### src/rtl/imem_loader.sv
// Program-load sequencer: streams instruction words into imem and
// holds the core in reset until the program is fully written.
module imem_loader #(
    parameter int DEPTH       = 64,
    parameter int ADDR_W      = 6,
    parameter int HOLD_CYCLES = 2
) (
    input  logic              clk,
    input  logic              reset,
    input  logic              start,
    input  logic              in_valid,
    input  logic [31:0]       in_data,
    input  logic              in_last,
    output logic              in_ready,
    output logic              imem_we,
    output logic [ADDR_W-1:0] imem_addr,
    output logic [31:0]       imem_wdata,
    output logic              core_reset,
    output logic              done,
    output logic [ADDR_W:0]   word_count,
    output logic              overflow
);
    localparam int CW = $clog2(HOLD_CYCLES + 1);

    typedef enum logic [1:0] {IDLE, LOAD, HOLD, RUN} state_t;

    state_t          state, state_nx;
    logic [ADDR_W:0] ptr;
    logic [CW-1:0]   hold_cnt;
    logic            accept;
    logic            at_end;

    assign in_ready = (state == LOAD);
    assign accept   = in_valid & in_ready;
    assign at_end   = (ptr == (ADDR_W + 1)'(DEPTH - 1));

    always_ff @(posedge clk) begin
        if (reset) state <= IDLE;
        else       state <= state_nx;
    end

    always_comb begin
        state_nx = state;
        unique case (state)
            IDLE: if (start) state_nx = LOAD;
            LOAD: if (accept && (in_last || at_end)) state_nx = HOLD;
            HOLD: if (hold_cnt == '0) state_nx = RUN;
            RUN:  if (start) state_nx = LOAD;
        endcase
    end

    always_ff @(posedge clk) begin
        if (reset) begin
            ptr        <= '0;
            hold_cnt   <= '0;
            imem_we    <= 1'b0;
            imem_addr  <= '0;
            imem_wdata <= '0;
            core_reset <= 1'b1;
            done       <= 1'b0;
            word_count <= '0;
            overflow   <= 1'b0;
        end else begin
            imem_we <= accept;
            if (accept) begin
                imem_addr  <= ptr[ADDR_W-1:0];
                imem_wdata <= in_data;
                ptr        <= ptr + 1'b1;
            end
            if ((state == IDLE || state == RUN) && start) ptr <= '0;
            // in_last wins over the full-memory case on the final slot
            if (accept && in_last) begin
                word_count <= ptr + 1'b1;
                overflow   <= 1'b0;
            end else if (accept && at_end) begin
                word_count <= (ADDR_W + 1)'(DEPTH);
                overflow   <= 1'b1;
            end
            if (state == LOAD && state_nx == HOLD)
                hold_cnt <= CW'(HOLD_CYCLES);
            else if (state == HOLD && hold_cnt != '0)
                hold_cnt <= hold_cnt - 1'b1;
            core_reset <= (state_nx != RUN);
            done       <= (state_nx == RUN);
        end
    end
endmodule

### config.mk
export PLATFORM = sky130hd
export DESIGN_NAME = imem_loader
export DESIGN_NICKNAME = d
export VERILOG_FILES = /design/src/rtl/imem_loader.sv
export SDC_FILE = /design/constraint.sdc
export NUM_CORES = 1
export LEC_CHECK = 0
export ABC_AREA = 1
export BUFFER_PORTS_ARGS = -buffer_cell sky130_fd_sc_hd__buf_4
export CAP_MARGIN = 20
export CELL_PAD_IN_SITES_DETAIL_PLACEMENT = 1
export CELL_PAD_IN_SITES_GLOBAL_PLACEMENT = 1
export CORE_UTILIZATION = 34
export DETAILED_ROUTE_END_ITERATION = 6
export PLACE_DENSITY_LB_ADDON = 0.12
export SLEW_MARGIN = 30
export SYNTH_ARGS = -nofsm -noshare
export SYNTH_HDL_FRONTEND = slang
export SYNTH_SLANG_ARGS = --single-unit
### constraint.sdc
create_clock -name clk -period 2 [get_ports clk]
set_input_delay 0 -clock clk [delete_from_list [all_inputs] [get_ports clk]]
set_output_delay 0 -clock clk [all_outputs]
set_load 0.01 [all_outputs]
== After elaboration in Yosys (flattened, before gate mapping) ==
Cells that the tools add are included.

* Flip-flop bits (word level): 60
* Output and inout bits: 50
* Logic and storage cells: 46
* Input bits: 37

* Reductions and logical operators: 17
* Eq/ne operators: 7
* Bitwise gates (word level): 1
* Add/subtract/negate cells: 2
* Mux-type cells: 8

{| class="wikitable"
|+ Operators by type and width
! cell !! number
|-
| $mux 7 || 2
|-
| $mux 2 || 5
|-
| $eq 2x2->1 const B || 4
|-
| $reduce_or 2->1 || 4
|-
| $add 7x1->7 const B || 1
|-
| $eq 7x6->1 const B || 1
|-
| $logic_and 1x1->1 || 6
|-
| $pmux 2 s3 || 1
|-
| $reduce_bool 2->1 || 3
|-
| $logic_not 2->1 || 2
|-
| $eq 2x1->1 const B || 1
|-
| $logic_or 1x1->1 || 2
|-
| $ne 2x2->1 const B || 1
|-
| $sub 2x1->2 const B || 1
|-
| $and 1x1->1 || 1
|}

== Logic depth before layout (Yosys ltp) ==
* Depth in word-level cells: 8
* Gate-level depth with buffers: 10
* Depth with buffers taken out: 10

== Least setup slack after synthesis ==
Ideal clock, no wire load.

* Path kind: flip-flop to flip-flop
* Start point: register state[1]
* End point: register core_reset
* Period minus slack after synthesis: 1418 ps
* Data required time: 1886 ps
* Library setup time: 114 ps
* Cell stages (with the launch flop): 11
* Data arrival time: 1304 ps
* Slack: 582 ps
* Path buffers: 0
* Cells stage by stage: dfxtp_1 -> inv_1 -> ha_1 -> nand2_2 -> inv_4 -> nand3_4 -> nand3b_2 -> nand2_2 -> inv_1 -> nor3_2 -> inv_2

* Longest elaborated chain between the ends: 6
* Elaborated cells between the ends (all ways): 12
* Those cells by class: eq/ne: 4; mux: 4; bitwise: 1; reduce/logical: 3

{| class="wikitable"
|+ Ends and longest elaborated chain
! what !! line !! source
|-
| start: declaration || 27 || <nowiki>state_t state, state_nx;</nowiki>
|-
| start signal: assignment || 39 || <nowiki>else state <= state_nx;</nowiki>
|-
| $eq 2x1->1 (*) || 33 || <nowiki>assign in_ready = (state == LOAD);</nowiki>
|-
| net in_ready || 14 || <nowiki>output logic in_ready,</nowiki>
|-
| $and 1x1->1 || 34 || <nowiki>assign accept = in_valid & in_ready;</nowiki>
|-
| $logic_and 1x1->1 || 46 || <nowiki>LOAD: if (accept && (in_last || at_end)) state_nx = HOLD;</nowiki>
|-
| $mux 2 || 46 ||
|-
| $pmux 2 s3 (*) || 44 || <nowiki>unique case (state)</nowiki>
|-
| $ne 2x2->1 (*) || 83 || <nowiki>core_reset <= (state_nx != RUN);</nowiki>
|-
| end signal: assignment || 83 ||
|-
| end: declaration || 18 || <nowiki>output logic core_reset,</nowiki>
|}

The timed path passes the listed nets; every way through them passes the cells marked *.
A chain may end at the register's enable or synchronous reset.

== Final worst setup path ==
* Start point: register state[0]
* End point: register ptr[5]

* Longest elaborated chain between the ends: 4
* Elaborated cells between the ends (all ways): 7
* Those cells by class: eq/ne: 2; bitwise: 1; reduce/logical: 4

{| class="wikitable"
|+ Ends and longest elaborated chain
! what !! line !! source
|-
| $eq 2x2->1 or $logic_not 2->1 (tied branches) || 70 || <nowiki>if ((state == IDLE || state == RUN) && start) ptr <= '0;</nowiki>
|-
| $logic_or 1x1->1 || 70 ||
|-
| $logic_and 1x1->1 || 70 ||
|-
| $reduce_or 2->1 (no source line) || n/a ||
|-
| end signal: assignment || 68 || <nowiki>ptr <= ptr + 1'b1;</nowiki>
|-
| end: declaration || 28 || <nowiki>logic [ADDR_W:0] ptr;</nowiki>
|}

Parallel ways exist; a longest one is shown, timed or not.

==> run metrics <==
status finished, violations left; violated checks DRC; reg-to-reg setup timing slack about 0.37 ns; area leader, netlist dfxtp_1; Hold Violations, Final 0; Max-cap violations 0; Final Routed Wirelength between 6000 and 7000 µm; routed len/inst roughly 13 µm; critical path launch point type register; Max IR drop VDD between 0.4 and 0.5 mV; WHS Endpoint word_count[6]$_SDFFE_PP0P_; hold depth 4; Lkg Pwr 1.59 nW; setup_tns 0 ns; top post-synthesis cells by area dfxtp_1 (51%), nor2_1 (13%), o21ai_0 (9.4%); Horiz. Die Dim 85.0 µm; Pre-antenna DRT Iters 7; fin nets 454; Pwr per Cell Area around 1100 nW/µm²; Crit Reg-Reg Endpoint ptr[5]$_SDFFE_PP0P_; post-synth cell types 33; Congestion Overflow GR 0; worst skew pair latency 0.33 ns; register area share after synthesis between 50% and 60%; dpl hpwl 4220 µm; vias in the first global route 2318; slew margin rel. 74.1%; busiest grt layer met2; RSZ-0062 raised after global routing no; synthesis-to-layout area growth 51.5%; post-synth top area share 51.3%; core area around 6500 µm²; die area around 7200 µm²; CTS root buf clkbuf_8; GRT Overall Usage 19.4%; CTS Buffer Depth 2; CTS tree yes; setup bufs post-CTS 0; worst flop-to-flop path startpoint state[0]$_SDFF_PP0_; Post-CTS Resized 0; Req. time, crit path between 2 and 2.5 ns; hold_buf cts 33; met1 usage 22.3%; # setup viols final 0; Final Max Tran Viols 0; CP arrival 1.91 ns; Vias between 2000 and 2500; row cnt 29; syn nets 334; IO buf count 86; final instance area 3540 µm²; Post-Syn Area 2340 µm²; H-tree depth 3; 1st-iter DRT viols between 100 and 150; Post-synth EDFFs 0; Avg Cell Area, Syn 8.01 µm²; Syn. warnings 0; Tot Pwr 3.80 mW; met3 usage 4.86%; clk sinks 60; Clock Skew 0.00508 ns; Die Ht 85.0 µm; period utilization 81.6%; effective utilization at floorplan 36.0%; fillcell total about 800; ant diodes 0; Setup WS post-layout 0.367 ns; Hold Path Class input pin to register; gpl congestion roughly 0.74; min cycle time layout 1.63 ns; antenna violations before repair 0; slew of the pin with the lowest slew margin 0.388 ns; met2 usage 34.0%; worst-path maximum fanout 5; placed inst area 3050 µm²; post-synthesis cell count 292; worst r2r path cells 7; critical path capture point type register; f_max 612 MHz; Post-synth top flop dfxtp_1; asr flop ratio synth 0%; DRC 8; Setup CP Type register to register; total placed cells including tap cells between 400 and 500; largest net degree at the start of global routing 39; dpl ws 0.366 ns; Vias per Instance 4.74; Clock Pin Slew Worst Setup and Hold Paths 0.06 ns; Final ANT Viol Nets 0; IO Count just under 90; HP Start in_last; Num CTS Buffers 9; proportion of layout cells with a drive suffix above 1 around 30%; Synth Register Bits 60; first-pass GRT wire length 10800 µm; Post-Layout Cell Count 494
[critical path, stage by stage, from the launching register on]
cell	delay, ns
dfxtp_1	0.40
inv_1	0.09
ha_1	0.34
a21oi_1	0.36
inv_1	0.13
a21oi_1	0.12
o21ai_0	0.08
inv_1	0.05
[worst max path at each step]
stage | from | endpoint | slack [ns] | cells after the start
global placement | state[1]$_SDFF_PP0_ | word_count[3]$_SDFFE_PP0P_ | 0.47 | 9
finish | state[0]$_SDFF_PP0_ | ptr[5]$_SDFFE_PP0P_ | 0.37 | 7
CTS | state[0]$_SDFF_PP0_ | ptr[4]$_SDFFE_PP0P_ | 0.34 | 7
detailed placement | state[0]$_SDFF_PP0_ | ptr[4]$_SDFFE_PP0P_ | 0.37 | 7
floorplan | state[1]$_SDFF_PP0_ | core_reset$_SDFF_PP1_ | 0.58 | 10
global route | state[0]$_SDFF_PP0_ | ptr[5]$_SDFFE_PP0P_ | 0.14 | 7
[metal layers]
layer	part of all wire [%]	vias to the layer above	wire, µm
met2	52	55	3450
met1	42	1107	2760
met5	0	-	0
li1	-	1170	-
met4	1.4	0	95
met3	4.6	10	305
[state kept, by name, summed over array words and instances (netlist names)]
name and cells:
state 2, core_reset 1, word_count 7, overflow 1, imem_addr 6, hold_cnt 2
ptr 7, done 1, imem_we 1, imem_wdata 32
[cell usage in the layout, fill, tap and decap left out, types with 2 or more instances in the layout]
cell           count
a21oi_1           18
nand2_2            3
buf_4             91
inv_1             20
nor3_2             2
nand3_2            2
ha_1               5
dlygate4sd3_1     33
o21ai_1            2
dfxtp_1           60
o21ai_0           44
nor2_1            78
xor2_1             4
clkbuf_8          10
clkinv_2           5
nand3_1            4
nand2_1           20
[synthesized netlist by cell type (2+ instances only)]
master / n
nand2_1: 20
o21ai_1: 2
nor3_2: 2
ha_1: 5
clkbuf_1: 8
o21ai_0: 44
a21oi_1: 18
nand2_2: 3
buf_2: 4
nand3_1: 4
dfxtp_1: 60
xor2_1: 4
nand3_2: 2
inv_1: 20
nor2_1: 78
[kinds of logic after synthesis]
| logic type | count (synthesis) | synth area share, % |
|---|---|---|
| flops | 60 | 51.3 |
| compound gates | 68 | 14.9 |
| mux | 1 | 0.481 |
| simple gates | 116 | 22.1 |
| buf+inv | 38 | 7.01 |
| fa+ha+maj | 5 | 2.67 |
| xor+xnor | 4 | 1.50 |
[final cells by class]
class,count,area (µm²),area share [%]
Multi-Input combinational cell,194,975,27.5
Timing Repair Buffer,124,1010,28.6
Sequential cell,60,1200,33.9
Clock inverter,5,27.5,0.777
Tap cell,77,96.3,2.72
Clock buffer,11,141,3.99
Inverter,23,90.1,2.54
[power breakdown]
part           total (mW)  internal (mW)  switching (mW)
logic                1.29          0.596           0.691
registers            1.58           1.44           0.140
clock network       0.931          0.474           0.457
[through the flow]
step                      hold WS (ns)  util, %
after global routing            0.0784     54.6
after detailed placement         0.244     46.9
after CTS                       0.0586     54.6
final                           0.0694     54.6
after global placement           0.238     46.9
after floorplan                  0.149        -
No activity file was read; power rests on OpenSTA's default activity.
